### src/rtl/dcache_refill_ctrl_pkg.sv
// Purpose: shared geometry and refill FSM state encoding for the dcache refill slice.
// Latency: n/a (constants and types only).
// Backpressure: n/a.
// Contents: default cache geometry (N_WAYS, LINE_OFF_W, ADDR_W, LINE_W, BUS_W),
//           derived widths (OFFSET_W, TAG_W, BEATS) and refill_state_t.
package dcache_config;

  localparam int N_WAYS     = 2;
  localparam int LINE_OFF_W = 8;
  localparam int ADDR_W     = 32;
  localparam int LINE_W     = 128;
  localparam int BUS_W      = 32;

  // Byte offset inside a line, tag is whatever is left of the address.
  localparam int OFFSET_W   = $clog2(LINE_W / 8);
  localparam int TAG_W      = ADDR_W - LINE_OFF_W - OFFSET_W;
  localparam int BEATS      = LINE_W / BUS_W;

  typedef enum logic [2:0] {
    IDLE    = 3'd0,
    WB_REQ  = 3'd1,
    WB_WAIT = 3'd2,
    RD_REQ  = 3'd3,
    RD_DATA = 3'd4,
    FILL    = 3'd5
  } refill_state_t;

endpackage

### src/rtl/dcache_refill_buf.sv
// Purpose: beat counter and line assembly buffer for cache refills.
// Latency: a beat lands in the line one cycle after beat_valid; last is decoded from the counter.
// Backpressure: none; every beat_valid is consumed, the caller gates it by FSM state.
// Ports: clk, reset (sync, active-low), clear (restart at beat 0), beat_valid/beat_data
//        (incoming bus beat), line (assembled line), last (next beat completes the line).
module dcache_refill_buf #(
  parameter int LINE_W = 128,
  parameter int BUS_W  = 32,
  localparam int BEATS = LINE_W / BUS_W,
  localparam int CNT_W = $clog2(BEATS)
) (
  input  logic              clk,
  input  logic              reset,
  input  logic              clear,
  input  logic              beat_valid,
  input  logic [BUS_W-1:0]  beat_data,
  output logic [LINE_W-1:0] line,
  output logic              last
);

  logic [CNT_W-1:0] cnt;

  // BEATS is a power of two, so the counter wraps by itself after the last beat.
  always_ff @(posedge clk) begin
    if (!reset) begin
      cnt <= '0;
    end else if (clear) begin
      cnt <= '0;
    end else if (beat_valid) begin
      cnt <= cnt + 1'b1;
    end
  end

  // Line contents are don't-care until all beats have landed, so no reset here.
  always_ff @(posedge clk) begin
    if (beat_valid && !clear) begin
      line[cnt*BUS_W +: BUS_W] <= beat_data;
    end
  end

  assign last = (cnt == CNT_W'(BEATS - 1));

endmodule

### src/rtl/dcache_refill_ctrl.sv
// Purpose: dcache miss handler: optional dirty-victim writeback, beat-wise refill, array fill, PLRU touch.
// Latency: clean miss accepted at T -> rd_req_valid at T+1, fill_en at T+2+BEATS with back-to-back beats.
// Backpressure: one miss in flight; miss_ready only in IDLE, wr/rd requests held until their ready.
// Ports: miss_* (request in), victim_* (PLRU victim info), wr_req_*/wr_done (writeback bus),
//        rd_req_*/rd_data* (refill bus), fill_* (array write), plru_* (PLRU update),
//        refill_done/busy (status), perf_* (counters).
// Build option: define DCACHE_REFILL_PERF_CNT_EN to enable perf_refill_cnt/perf_wb_cnt; otherwise both read 0.
module dcache_refill_ctrl #(
  parameter int N_WAYS     = dcache_config::N_WAYS,
  parameter int LINE_OFF_W = dcache_config::LINE_OFF_W,
  parameter int ADDR_W     = dcache_config::ADDR_W,
  parameter int LINE_W     = dcache_config::LINE_W,
  parameter int BUS_W      = dcache_config::BUS_W,
  localparam int OFFSET_W  = $clog2(LINE_W / 8),
  localparam int TAG_W     = ADDR_W - LINE_OFF_W - OFFSET_W
) (
  input  logic                  clk,
  input  logic                  reset,
  input  logic                  miss_valid,
  output logic                  miss_ready,
  input  logic [ADDR_W-1:0]     miss_addr,
  input  logic [N_WAYS-1:0]     victim_way,
  input  logic                  victim_valid,
  input  logic                  victim_dirty,
  input  logic [TAG_W-1:0]      victim_tag,
  input  logic [LINE_W-1:0]     victim_data,
  output logic                  wr_req_valid,
  input  logic                  wr_req_ready,
  output logic [ADDR_W-1:0]     wr_req_addr,
  output logic [LINE_W-1:0]     wr_req_data,
  input  logic                  wr_done,
  output logic                  rd_req_valid,
  input  logic                  rd_req_ready,
  output logic [ADDR_W-1:0]     rd_req_addr,
  input  logic                  rd_data_valid,
  input  logic [BUS_W-1:0]      rd_data,
  output logic                  fill_en,
  output logic [N_WAYS-1:0]     fill_way,
  output logic [LINE_OFF_W-1:0] fill_index,
  output logic [TAG_W-1:0]      fill_tag,
  output logic [LINE_W-1:0]     fill_data,
  output logic                  plru_we,
  output logic [N_WAYS-1:0]     plru_way_hit,
  output logic [LINE_OFF_W-1:0] plru_line_addr,
  output logic                  refill_done,
  output logic                  busy,
  output logic [31:0]           perf_refill_cnt,
  output logic [31:0]           perf_wb_cnt
);

  import dcache_config::*;

  refill_state_t state;

  // Miss context captured at accept; everything downstream is driven from these.
  logic [TAG_W-1:0]      miss_tag_q;
  logic [LINE_OFF_W-1:0] index_q;
  logic [N_WAYS-1:0]     way_q;
  logic [TAG_W-1:0]      victim_tag_q;
  logic [LINE_W-1:0]     victim_data_q;

  logic buf_clear;
  logic buf_beat;
  logic buf_last;

  // Byte-offset bits of the miss address are irrelevant: all requests are line aligned.
  logic unused_offset_bits;
  assign unused_offset_bits = ^miss_addr[OFFSET_W-1:0];

  // The buffer only sees beats while the FSM is collecting them; stray beats elsewhere vanish.
  assign buf_clear = (state == RD_REQ) && rd_req_ready;
  assign buf_beat  = (state == RD_DATA) && rd_data_valid;

  dcache_refill_buf #(
    .LINE_W (LINE_W),
    .BUS_W  (BUS_W)
  ) u_buf (
    .clk        (clk),
    .reset      (reset),
    .clear      (buf_clear),
    .beat_valid (buf_beat),
    .beat_data  (rd_data),
    .line       (fill_data),
    .last       (buf_last)
  );

  // Single FSM block; 1-bit outputs are registered alongside the next state so they
  // always match the state they describe.
  always_ff @(posedge clk) begin
    if (!reset) begin
      state        <= IDLE;
      miss_ready   <= 1'b1;
      busy         <= 1'b0;
      wr_req_valid <= 1'b0;
      rd_req_valid <= 1'b0;
      fill_en      <= 1'b0;
      plru_we      <= 1'b0;
      refill_done  <= 1'b0;
    end else begin
      case (state)
        IDLE: begin
          if (miss_valid && miss_ready) begin
            miss_tag_q    <= miss_addr[ADDR_W-1 -: TAG_W];
            index_q       <= miss_addr[OFFSET_W +: LINE_OFF_W];
            way_q         <= victim_way;
            victim_tag_q  <= victim_tag;
            victim_data_q <= victim_data;
            miss_ready    <= 1'b0;
            busy          <= 1'b1;
            if (victim_valid && victim_dirty) begin
              state        <= WB_REQ;
              wr_req_valid <= 1'b1;
            end else begin
              state        <= RD_REQ;
              rd_req_valid <= 1'b1;
            end
          end
        end
        WB_REQ: begin
          if (wr_req_ready) begin
            state        <= WB_WAIT;
            wr_req_valid <= 1'b0;
          end
        end
        WB_WAIT: begin
          if (wr_done) begin
            state        <= RD_REQ;
            rd_req_valid <= 1'b1;
          end
        end
        RD_REQ: begin
          if (rd_req_ready) begin
            state        <= RD_DATA;
            rd_req_valid <= 1'b0;
          end
        end
        RD_DATA: begin
          if (rd_data_valid && buf_last) begin
            state       <= FILL;
            fill_en     <= 1'b1;
            plru_we     <= 1'b1;
            refill_done <= 1'b1;
          end
        end
        FILL: begin
          state       <= IDLE;
          fill_en     <= 1'b0;
          plru_we     <= 1'b0;
          refill_done <= 1'b0;
          miss_ready  <= 1'b1;
          busy        <= 1'b0;
        end
        default: begin
          state        <= IDLE;
          miss_ready   <= 1'b1;
          busy         <= 1'b0;
          wr_req_valid <= 1'b0;
          rd_req_valid <= 1'b0;
          fill_en      <= 1'b0;
          plru_we      <= 1'b0;
          refill_done  <= 1'b0;
        end
      endcase
    end
  end

  assign wr_req_addr    = {victim_tag_q, index_q, {OFFSET_W{1'b0}}};
  assign wr_req_data    = victim_data_q;
  assign rd_req_addr    = {miss_tag_q, index_q, {OFFSET_W{1'b0}}};
  assign fill_way       = way_q;
  assign fill_index     = index_q;
  assign fill_tag       = miss_tag_q;
  assign plru_way_hit   = way_q;
  assign plru_line_addr = index_q;

`ifdef DCACHE_REFILL_PERF_CNT_EN
  logic [31:0] refill_cnt_q;
  logic [31:0] wb_cnt_q;

  // Both counters wrap naturally at 2^32.
  always_ff @(posedge clk) begin
    if (!reset) begin
      refill_cnt_q <= '0;
      wb_cnt_q     <= '0;
    end else begin
      if ((state == WB_REQ) && wr_req_ready) begin
        wb_cnt_q <= wb_cnt_q + 32'd1;
      end
      if (state == FILL) begin
        refill_cnt_q <= refill_cnt_q + 32'd1;
      end
    end
  end

  assign perf_refill_cnt = refill_cnt_q;
  assign perf_wb_cnt     = wb_cnt_q;
`else
  assign perf_refill_cnt = 32'd0;
  assign perf_wb_cnt     = 32'd0;
`endif

endmodule

### config.mk
export PLATFORM = sky130hd
export DESIGN_NAME = dcache_refill_ctrl
export DESIGN_NICKNAME = d
export VERILOG_FILES = /design/src/rtl/dcache_refill_ctrl_pkg.sv /design/src/rtl/dcache_refill_buf.sv /design/src/rtl/dcache_refill_ctrl.sv
export SDC_FILE = /design/constraint.sdc
export NUM_CORES = 1
export LEC_CHECK = 0
export BUFFER_PORTS_ARGS = -buffer_cell sky130_fd_sc_hd__buf_4
export CAP_MARGIN = 10
export CORE_AREA = 2 2 258 260
export DETAILED_ROUTE_END_ITERATION = 12
export DIE_AREA = 0 0 260 262
export GPL_ROUTABILITY_DRIVEN = 1
export SLEW_MARGIN = 20
export SYNTH_ARGS = -nofsm -noshare
export SYNTH_HDL_FRONTEND = slang
export SYNTH_SLANG_ARGS = --single-unit
### constraint.sdc
create_clock -name clk -period 13.9 [get_ports clk]
set_input_delay 2.78 -clock clk [delete_from_list [all_inputs] [get_ports clk]]
set_output_delay 2.78 -clock clk [all_outputs]
set_load 0.02 [all_outputs]
==> results.tsv, run 1 <==
stage	metric	value	unit
floorplan	number of placement rows	94	
cts	TritonCTS clock tree	done	
synthesis	Yosys warning total	0	
timing	unrepaired setup endpoints after global routing	false	
cts	# resized after CTS	0	
detailed_routing	Remaining DRCs	0	
timing	Period Utilization, post-route	0.337	
worst_setup_path	reg-to-reg critical path startpoint	state[0]$_SDFFE_PN0P_	
worst_setup_path	reg-to-reg slack, setup	11.07	ns
cts	number of H-tree levels	2	
synthesis	number of distinct library cells after synthesis	40	
pwr	areal power density over the cells	144	nW/um2
synthesis	Synth Instances	648	
timing	final worst clock skew	0.0223	ns
floorplan	core footprint	65300	um2
worst_hold_path	worst hold start	rd_req_valid$_SDFFE_PN0P_	
cts	clk_lat worst skew	0.55	ns
run_status	status	finished clean	
synthesis	number of synthesized flops with an enable pin	306	
cts	number of CTS-inserted buffers	40	
synthesis	dominant combinational cell family by area after synthesis	simple AND/OR/NAND/NOR gates	
timing	fmax	214	MHz
grt	overall global routing resource usage	0.131	
worst_setup_path	Req. time, crit path	14.06	ns
detailed_routing	number of violations reported at the end of detailed-routing iteration 0	512	
worst_hold_path	kind of path behind the tightest hold check	reg2reg	
synthesis	share of flip-flops with an asynchronous set or reset	0	
synthesis	portion of netlist area occupied by mux cells	0.000856	
worst_setup_path	capturing point of the worst reg2reg path	wr_req_data[123]$_DFFE_PP_	
timing	final critical delay including setup and external delays	4.68	ns
worst_setup_path	highest fanout seen on the critical path	71	
pwr	VDD IR max	0.0802	mV
pwr	leakage power total	6.81	nW
synthesis	ranking of synthesized cells by area	edfxtp_1 (79%), buf_4 (7.8%), and2_1 (6.0%)	
detailed_routing	final routed wire length divided by cell count	22.9	um
floorplan	initial core utilization	0.179	
floorplan	floorplan die area	68100	um2
timing	worst slew slack as a fraction of its limit	0.282	
detailed_routing	final wirelength	48300	um
synthesis	flops & latches, synth	316	
grt	total congestion overflow	0	
worst_setup_path	type of the worst setup path	in2reg	
cells_and_area	synthesis-to-finish area growth	51.4	%
worst_hold_path	instance count along the most critical hold path	2	
cells_and_area	fin area	17700	um2
synthesis	top cells by instance count after synthesis	edfxtp_1 (306), buf_4 (122), and2_1 (113)	
worst_hold_path	Min-Delay Endpoint	rd_req_valid$_SDFFE_PN0P_	
cells_and_area	number of nets in the finished design	1437	
grt	wire length of the first global-routing pass	61500	um
synthesis	cell taking the most area after synthesis	edfxtp_1	
timing	Final Hold Viols	0	
synthesis	mean post-synth cell area	18.0	um2
synthesis	complex-gate fraction of the synthesized area	0.0119	
worst_setup_path	CP endpoint kind	flop	
floorplan	floorplan die height	262	um
placed_design	Post-DP HPWL	37000	um
placed_design	cell area after placement	16500	um2
synthesis	adder-cell area share of the yosys netlist	0.00428	
synthesis	post-synthesis instance area	11700	um2
placed_design	gp weighted congestion	0.809	
synthesis	post-synthesis share of cell area spent on xor and xnor gates	0.000749	
pwr	total power draw	2.54	mW
synthesis	fraction of the yosys area taken by sequential cells	0.803	
cts	number of buffers inserted for hold repair after clock tree synthesis	0	
cells_and_area	share of final-layout standard cells stronger than drive strength 1	0.544	
worst_setup_path	library cell appearing most often on the critical path	buf_4	
cts	clock root cell	clkbuf_16	
worst_setup_path	critical-path cell list	buf_4 > nor4bb_1 > nor2b_4 > buf_4 > buf_4	
worst_setup_path	slowest CP cell	buf_4	
timing	Slew @ Worst Pin	1.08	ns
worst_setup_path	critical path arrival	4.84	ns
worst_setup_path	Register-to-Register Path Depth	4	
worst_setup_path	worst stage delay on the critical path	0.80	ns
worst_setup_path	type of origin of the critical path	primary input	
grt	antenna violations before repair	20	
timing	total setup violations reported at the end of the flow	0	
floorplan	io pins	654	
timing	Setup Total Neg Slack	0	ns
grt	maximum number of pins on one net before global-route repair	73	
floorplan	DIE WIDTH	260	um
synthesis	most used standard cell by instance count after synthesis	edfxtp_1	
run	number of max-cap violations	0	
cts	worst-case clock buffer depth	3	
detailed_routing	routed vias	7559	
detailed_routing	detail-routed via count per cell	3.58	
synthesis	top-area cell type share of the netlist area	0.786	
placed_design	IO Port Bufs	577	
timing	count of final max-slew check failures	0	
cts	TritonCTS sink count	316	
cts	clock edge transition at the registers on the reported setup and hold paths	0.05	ns
detailed_routing	router iterations before antenna repair	5	
grt	vias in the first global route	7535	
synthesis	simple-gate share of the synthesized area	0.0932	
detailed_routing	post-detailed-route count of antenna-violating nets	0	
cts	number of setup buffers added after CTS	0	
synthesis	flip-flop cell with the highest count after synthesis	edfxtp_1	
[final cells by class]
cell class	instances	area (um2)
inverter	5	18.8
clock inverter	24	198
fill	6685	47600
sequential	316	9390
antenna	7	17.5
timing repair buffer	584	4380
clock buffer	48	1030
multi-input combinational	263	1590
tap	864	1080
[flip-flops by register name, summed over array words and instances, names as in the netlist]
register	cells
busy	1
victim_tag_q	20
fill_way	2
wr_req_data	128
miss_ready	1
fill_tag	20
refill_done	1
u_buf.line	128
rd_req_valid	1
state	3
fill_index	8
u_buf.cnt	2
wr_req_valid	1
[worst max path at each step]
stage          slack, ns  startpoint                         end
3_5_place_dp        8.65  miss_valid   wr_req_data[49]$_DFFE_PP_
4_1_cts             9.24  miss_valid  wr_req_data[123]$_DFFE_PP_
2_1_floorplan       2.25  miss_valid     fill_index[0]$_DFFE_PP_
5_1_grt             9.08  miss_valid  wr_req_data[104]$_DFFE_PP_
6_report            9.22  miss_valid  wr_req_data[123]$_DFFE_PP_
3_3_place_gp        8.67  miss_valid   victim_tag_q[3]$_DFFE_PP_
[per-layer routing]
| metal | global-route usage | vias up | part of all wire |
|---|---|---|---|
| met3 | 0.0766 | 87 | 0.13 |
| met4 | 0.0463 | 28 | 0.032 |
| met5 | 0 | - | 0.0035 |
| met1 | 0.145 | 3741 | 0.36 |
| met2 | 0.210 | 424 | 0.47 |
| li1 | - | 3279 | - |
[stage by stage]
stage          setup WS [ns]  hold WS, ns  utilization  cells
5_1_grt                 9.08        0.505        0.271   2105
4_1_cts                 9.24        0.490        0.271   2104
2_1_floorplan           2.25        0.514            -    719
3_5_place_dp            8.65        0.482        0.252   2032
3_3_place_gp            8.67        0.487        0.252   2032
6_report                9.22        0.484        0.271   2111
[cell usage in the layout (no fill, tap or decap), types with 4 or more instances in the layout]
cell type,n
edfxtp_1,306
clkbuf_16,40
diode_2,7
ha_1,4
and2_1,109
dfxtp_1,10
and2_2,23
inv_1,4
a21oi_1,5
clkinvlp_4,4
buf_4,584
nand2_1,8
nor2_1,4
clkbuf_1,8
conb_1,72
nand2b_1,4
clkinv_2,6
clkinv_1,7
[kinds of logic (layout without fill, tap and decap cells)]
group           count (synthesis)  in the layout
xor+xnor                        1              1
compound gates                 19             19
fa+ha+maj                       4              4
simple gates                  166            166
other cells                     1             79
flops                         316            316
buf+inv                       140            661
mux                             1              1
[worst max-delay path: cells and delay by family]
kind / cells / cell delay, ns
buffers and inverters: 3 / 1.35
AND/OR/NAND/NOR: 2 / 0.56
[report_power, final]
group	switching [mW]	internal [mW]	leakage, nW
clock	0.416	0.570	0.590
combinational	0.236	0.148	3.55
sequential	0.0433	1.13	2.67
No activity file was read; power rests on OpenSTA's default activity.
==> run 2, diff against run 1 <==
==> constraint.sdc (replaced) <==
create_clock -name clk -period 4.6 [get_ports clk]
set_input_delay 0.92 -clock clk [delete_from_list [all_inputs] [get_ports clk]]
set_output_delay 0.92 -clock clk [all_outputs]
set_load 0.02 [all_outputs]
==> run 2 against run 1 <==
Setup slack got worse by 7.0 ns. Largest cell class unchanged. Power rose to 3.1 times the previous value. Non-clock buffer count rose by 6.
==> results.tsv, run 2 (same netlist as run 1, synthesis figures left out) <==
stage	metric	value	unit	change
worst_setup_path	type of the worst setup path	reg2reg		
cells_and_area	Filler Cells Inserted	6659		-0.39%
cells_and_area	area occupied by multi-input gates	1590	um2	unchanged
run_status	status	finished clean		
worst_hold_path	instance count along the most critical hold path	2		unchanged
worst_setup_path	critical-path cell list	nor4bb_1 > nor2b_4 > buf_12		
cts	number of CTS-inserted buffers	37		-7.5%
cts	TritonCTS clock tree	done		
detailed_routing	routed vias	7419		-1.9%
detailed_routing	detailed-routed wire length on met2	21700	um	-3.9%
floorplan	floorplan die area	68100	um2	unchanged
timing	worst slew slack as a fraction of its limit	0.287		+0.00439
detailed_routing	post-detailed-route count of antenna-violating nets	0		unchanged
cells_and_area	synthesis-to-finish area growth	52.2	%	
detailed_routing	final wirelength	44900	um	-6.9%
worst_hold_path	worst hold start	busy$_SDFFE_PN0P_		
worst_setup_path	Req. time, crit path	4.78	ns	-9.28 ns
worst_setup_path	slowest CP cell	nor2b_4		
timing	Setup Total Neg Slack	0	ns	unchanged
pwr	total power draw	7.79	mW	+210%
timing	final critical delay including setup and external delays	2.40	ns	
grt	total congestion overflow	0		unchanged
detailed_routing	uppermost metal layer occupied by signal nets	met5		
grt	antenna violations before repair	11		-45%
grt	wire length of the first global-routing pass	57500	um	-6.4%
worst_setup_path	reg-to-reg slack, setup	2.20	ns	-8.87 ns
cts	# resized after CTS	0		unchanged
cts	worst-case clock buffer depth	3		unchanged
timing	Period Utilization, post-route	0.523		
timing	unrepaired setup endpoints after global routing	false		
detailed_routing	Met3 Wirelength	5850	um	-8.9%
cells_and_area	Sequential cell area	9390	um2	unchanged
worst_setup_path	highest fanout seen on the critical path	73		+2.8%
floorplan	number of placement rows	94		unchanged
detailed_routing	router iterations before antenna repair	5		unchanged
worst_setup_path	CP endpoint kind	flop		
cells_and_area	number of nets in the finished design	1440		+0.21%
timing	fmax	416	MHz	
placed_design	gp weighted congestion	0.797		-1.6%
worst_hold_path	kind of path behind the tightest hold check	reg2reg		
cts	number of buffers inserted for hold repair after clock tree synthesis	0		unchanged
cells_and_area	most common cell after layout, fill and taps aside	buf_4		
detailed_routing	final routed wire length divided by cell count	21.3	um	-6.9%
worst_setup_path	critical path arrival	2.59	ns	-2.25 ns
pwr	VDD IR max	0.288	mV	+260%
cts	clk_lat worst skew	0.54	ns	about the same
timing	Final Hold Viols	0		unchanged
pwr	areal power density over the cells	437	nW/um2	+200%
worst_hold_path	Min-Delay Endpoint	busy$_SDFFE_PN0P_		
grt	maximum number of pins on one net before global-route repair	74		+1.4%
timing	total setup violations reported at the end of the flow	0		unchanged
floorplan	floorplan die height	262	um	unchanged
floorplan	DIE WIDTH	260	um	unchanged
cells_and_area	commonest cells after routing, fill and taps aside	buf_4 (589), edfxtp_1 (306), and2_1 (109)		
worst_setup_path	worst path buffer plus inverter count	1		-2
timing	final worst clock skew	0.0144	ns	-0.00792 ns
timing	count of final max-slew check failures	0		unchanged
worst_setup_path	reg-to-reg critical path startpoint	state[0]$_SDFFE_PN0P_		
grt	vias in the first global route	7457		-1.0%
cts	TritonCTS sink count	316		unchanged
worst_setup_path	capturing point of the worst reg2reg path	wr_req_data[95]$_DFFE_PP_		
detailed_routing	number of violations reported at the end of detailed-routing iteration 0	469		-8.4%
cts	clock edge transition at the registers on the reported setup and hold paths	0.05	ns	about the same
floorplan	core footprint	65300	um2	unchanged
grt	overall global routing resource usage	0.121		-0.0101
placed_design	IO Port Bufs	577		unchanged
cts	clock root cell	clkbuf_16		
detailed_routing	detail-routed via count per cell	3.52		-1.8%
worst_setup_path	worst stage delay on the critical path	0.66	ns	-0.14 ns
pwr	leakage power total	6.88	nW	+1.0%
worst_setup_path	type of origin of the critical path	flop		
worst_setup_path	Register-to-Register Path Depth	3		-1
cells_and_area	share of final-layout standard cells stronger than drive strength 1	0.548		+0.00315
floorplan	initial core utilization	0.179		unchanged
placed_design	Post-DP HPWL	34900	um	-5.8%
cts	number of H-tree levels	2		unchanged
cts	number of setup buffers added after CTS	0		unchanged
detailed_routing	Remaining DRCs	0		unchanged
timing	Slew @ Worst Pin	1.07	ns	-0.00658 ns
run	number of max-cap violations	0		unchanged
worst_setup_path	cell family contributing the most delay on the critical path	simple AND/OR/NAND/NOR gates		
detailed_routing	met1 WL	15600	um	-11%
floorplan	io pins	654		unchanged
## run 2: changes by cell type in the layout (fill, tap and decap cells not counted), moves of 3 or more
| cell | delta |
|---|---|
| buf_4 | +5 |
| bufinv_16 | +4 |
| clkbuf_1 | -3 |
| clkinvlp_4 | -3 |
| diode_2 | -3 |
## run 2: layout make-up
cell class | instances | share of cell area
clock buffer | 44 | 0.0559
antenna | 4 | 0.000562
multi-input combinational | 263 | 0.0891
clock inverter | 24 | 0.0160
sequential | 316 | 0.527
tap | 864 | 0.0607
timing repair buffer | 590 | 0.249
inverter | 5 | 0.00105
## run 2: worst max-delay path by stage
stage,slack (ns),end,start,cells after the start
after CTS,2.17,victim_tag_q[14]$_DFFE_PP_,state[0]$_SDFFE_PN0P_,3
final,2.20,wr_req_data[95]$_DFFE_PP_,state[0]$_SDFFE_PN0P_,3
after detailed placement,1.67,wr_req_data[71]$_DFFE_PP_,miss_valid,4
after global placement,1.67,fill_index[1]$_DFFE_PP_,miss_valid,4
after floorplan,0.19,fill_index[0]$_DFFE_PP_,miss_valid,2
after global routing,2.09,wr_req_data[27]$_DFFE_PP_,state[0]$_SDFFE_PN0P_,3
## run 2: power by group
part           switching [mW]  internal, mW  leakage [nW]
sequential              0.132          3.41          2.67
combinational           0.701         0.465          3.59
clock                    1.19          1.89         0.625
total                    2.02          5.76          6.88
## run 2: worst register-to-register path, stage by stage (launching register included)
cell      delay, ns
dfxtp_1        0.45
nor4bb_1       0.42
nor2b_4        0.66
buf_12         0.46
## run 2: through the flow
step / instances / util / hold WS [ns] / cell area (um2) / setup WS (ns)
2_1_floorplan: 719 / - / 0.514 / 12000 / 0.191
3_3_place_gp: 2038 / 0.253 / 0.479 / 16500 / 1.67
3_5_place_dp: 2038 / 0.253 / 0.470 / 16500 / 1.67
4_1_cts: 2106 / 0.273 / 0.478 / 17800 / 2.17
5_1_grt: 2108 / 0.273 / 0.512 / 17800 / 2.09
6_report: 2110 / 0.273 / 0.474 / 17800 / 2.20
## run 2: metal layers
layer | vias to the layer above | track usage
met5 | - | 0
met4 | 8 | 0.0535
met3 | 69 | 0.0645
met2 | 428 | 0.197
met1 | 3646 | 0.131
li1 | 3268 | -
==> run 3, diff against run 2 <==
--- a/config.mk
+++ b/config.mk
@@ -7,9 +7,9 @@
 export LEC_CHECK = 0
 export BUFFER_PORTS_ARGS = -buffer_cell sky130_fd_sc_hd__buf_4
 export CAP_MARGIN = 10
-export CORE_AREA = 2 2 258 260
+export CORE_AREA = 2 2 255 257
 export DETAILED_ROUTE_END_ITERATION = 12
-export DIE_AREA = 0 0 260 262
+export DIE_AREA = 0 0 257 259
 export GPL_ROUTABILITY_DRIVEN = 1
 export SLEW_MARGIN = 20
 export SYNTH_ARGS = -nofsm -noshare
==> constraint.sdc (replaced) <==
create_clock -name clk -period 2.2 [get_ports clk]
set_input_delay 0.44 -clock clk [delete_from_list [all_inputs] [get_ports clk]]
set_output_delay 0.44 -clock clk [all_outputs]
set_load 0.02 [all_outputs]
==> run 3 against run 2 <==
Utilization grew 0.89 points. Combinational power grew 120%. Wire length up 6.8%. Critical endpoint is now fill_tag[16]$_DFFE_PP_. Sequential power increased by 110%. Sequential cell count unchanged. Clock power is 100% higher. Largest cell class unchanged.
==> results.tsv, run 3 (same netlist as run 1, synthesis figures left out) <==
stage	metric	value	unit	change
timing	Setup Total Neg Slack	0	ns	unchanged
timing	unrepaired setup endpoints after global routing	false		
worst_hold_path	kind of path behind the tightest hold check	in2reg		
run	number of max-cap violations	0		unchanged
cts	number of setup buffers added after CTS	0		unchanged
floorplan	number of placement rows	93		-1.1%
timing	Final Hold Viols	0		unchanged
cells_and_area	number of nets in the finished design	1453		+0.90%
floorplan	DIE WIDTH	257	um	-1.2%
timing	count of final max-slew check failures	0		unchanged
timing	worst slew slack as a fraction of its limit	0.665		+0.378
detailed_routing	Remaining DRCs	0		unchanged
worst_setup_path	type of the worst setup path	reg2reg		
timing	Slew @ Worst Pin	0.501	ns	-0.568 ns
worst_setup_path	Req. time, crit path	2.40	ns	-2.38 ns
cts	clock edge transition at the registers on the reported setup and hold paths	0.06	ns	about the same
floorplan	io pins	654		unchanged
floorplan	floorplan die height	259	um	-1.1%
worst_setup_path	worst path buffer plus inverter count	1		unchanged
cts	clock root cell	clkbuf_16		
pwr	areal power density over the cells	897	nW/um2	+110%
cells_and_area	core utilization of the finished layout	0.282		+0.00892
timing	fmax	544	MHz	+31%
worst_setup_path	critical-path cell list	nor4bb_4 > nor2b_4 > buf_4		
cts	clk_lat worst skew	0.56	ns	+0.02 ns
worst_setup_path	CP Depth	3		unchanged
detailed_routing	number of violations reported at the end of detailed-routing iteration 0	425		-9.4%
pwr	leakage power total	6.95	nW	+1.0%
grt	maximum number of pins on one net before global-route repair	33		-55%
grt	antenna violations before repair	17		+6
pwr	VDD IR max	0.486	mV	+69%
worst_setup_path	slowest CP cell	dfxtp_1		
detailed_routing	post-detailed-route count of antenna-violating nets	0		unchanged
cells_and_area	Filler Cells Inserted	6465		-2.9%
detailed_routing	routed vias	7620		+2.7%
cts	worst-case clock buffer depth	3		unchanged
cells_and_area	synthesis-to-finish area growth	53.9	%	
worst_setup_path	type of origin of the critical path	flop		
placed_design	IO Port Bufs	577		unchanged
placed_design	gp weighted congestion	0.859		+7.9%
worst_setup_path	Register-to-Register Path Depth	3		unchanged
run_status	status	finished clean		
timing	Period Utilization, post-route	0.835		+0.313
timing	final critical delay including setup and external delays	1.84	ns	-0.567 ns
floorplan	initial core utilization	0.183		+0.00391
grt	vias in the first global route	7695		+3.2%
worst_setup_path	highest fanout seen on the critical path	30		-59%
pwr	total power draw	16.1	mW	+110%
cells_and_area	commonest cells after routing, fill and taps aside	buf_4 (588), edfxtp_1 (306), and2_1 (109)		
timing	total setup violations reported at the end of the flow	0		unchanged
grt	wire length of the first global-routing pass	63100	um	+9.7%
grt	total congestion overflow	0		unchanged
floorplan	core footprint	63900	um2	-2.1%
detailed_routing	detail-routed via count per cell	3.60		+2.5%
worst_setup_path	critical path arrival	2.04	ns	-0.55 ns
cts	number of CTS-inserted buffers	39		+5.4%
cts	TritonCTS clock tree	done		
cts	number of H-tree levels	2		unchanged
floorplan	floorplan die area	66600	um2	-2.3%
cells_and_area	most common cell after layout, fill and taps aside	buf_4		
worst_hold_path	instance count along the most critical hold path	1		-1
worst_setup_path	cell family contributing the most delay on the critical path	simple AND/OR/NAND/NOR gates		
worst_setup_path	worst stage delay on the critical path	0.46	ns	-0.20 ns
grt	overall global routing resource usage	0.137		+0.0153
detailed_routing	final routed wire length divided by cell count	22.7	um	+6.5%
cells_and_area	share of final-layout standard cells stronger than drive strength 1	0.553		+0.00548
detailed_routing	final wirelength	48000	um	+6.8%
cts	TritonCTS sink count	316		unchanged
detailed_routing	router iterations before antenna repair	6		+1
placed_design	Post-DP HPWL	37800	um	+8.4%
cts	# resized after CTS	0		unchanged
worst_setup_path	CP endpoint kind	flop		
timing	final worst clock skew	0.0228	ns	+0.00842 ns
cts	number of buffers inserted for hold repair after clock tree synthesis	0		unchanged
## run 3: cell types whose count changed in the layout (fill, tap and decap cells not counted), sizes merged
| cell | before | now |
|---|---|---|
| buf | 590 | 601 |
| bufinv | 6 | 2 |
| inv | 7 | 11 |
| clkbuf | 44 | 46 |
| clkinv | 15 | 14 |
| clkinvlp | 1 | 2 |
| diode | 4 | 5 |
## run 3: report_power, final
group / leakage (nW) / internal [mW] / switching (mW)
Sequential: 2.67 / 7.13 / 0.252
Clock: 0.594 / 3.55 / 2.64
Combinational: 3.69 / 1.03 / 1.52
Total: 6.95 / 11.7 / 4.42
## run 3: area by class of cell
type | instances | area, um2 | share of cell area
clock buffers | 46 | 1000 | 0.0557
inverters | 5 | 18.8 | 0.00104
repair buffers | 601 | 4670 | 0.260
diodes | 5 | 12.5 | 0.000695
multi-input cells | 263 | 1600 | 0.0890
flip-flops and latches | 316 | 9390 | 0.522
clock inverters | 24 | 226 | 0.0126
well taps | 855 | 1070 | 0.0594
## run 3: stage by stage
step	instance area, um2	hold WS [ns]	setup slack [ns]	std cells
4_1_cts	18000	0.00360	0.300	2110
2_1_floorplan	12000	0.514	-1.71	719
5_1_grt	18000	0.0158	0.199	2110
6_report	18000	0.0522	0.362	2115
3_5_place_dp	16800	0.468	0.248	2040
3_3_place_gp	16800	0.486	0.237	2040
## run 3: worst register-to-register path: stages (launching register included)
cell and delay [ns]:
dfxtp_1 0.46, nor4bb_4 0.34, nor2b_4 0.28, buf_4 0.41
## run 3: worst paths after layout
kind,startpoint,end,slack [ns]
max reg2reg,state[1]$_SDFFE_PN0P_,fill_tag[16]$_DFFE_PP_,0.36
max,state[1]$_SDFFE_PN0P_,fill_tag[16]$_DFFE_PP_,0.36
min reg2reg,rd_req_valid$_SDFFE_PN0P_,rd_req_valid$_SDFFE_PN0P_,0.48
min,victim_tag[18],victim_tag_q[18]$_DFFE_PP_,0.05
## run 3: per-layer routing
layer,track usage,part of all wire
met1,0.151,0.36
met4,0.0572,0.043
met5,0,0.0028
met2,0.224,0.48
met3,0.0682,0.11
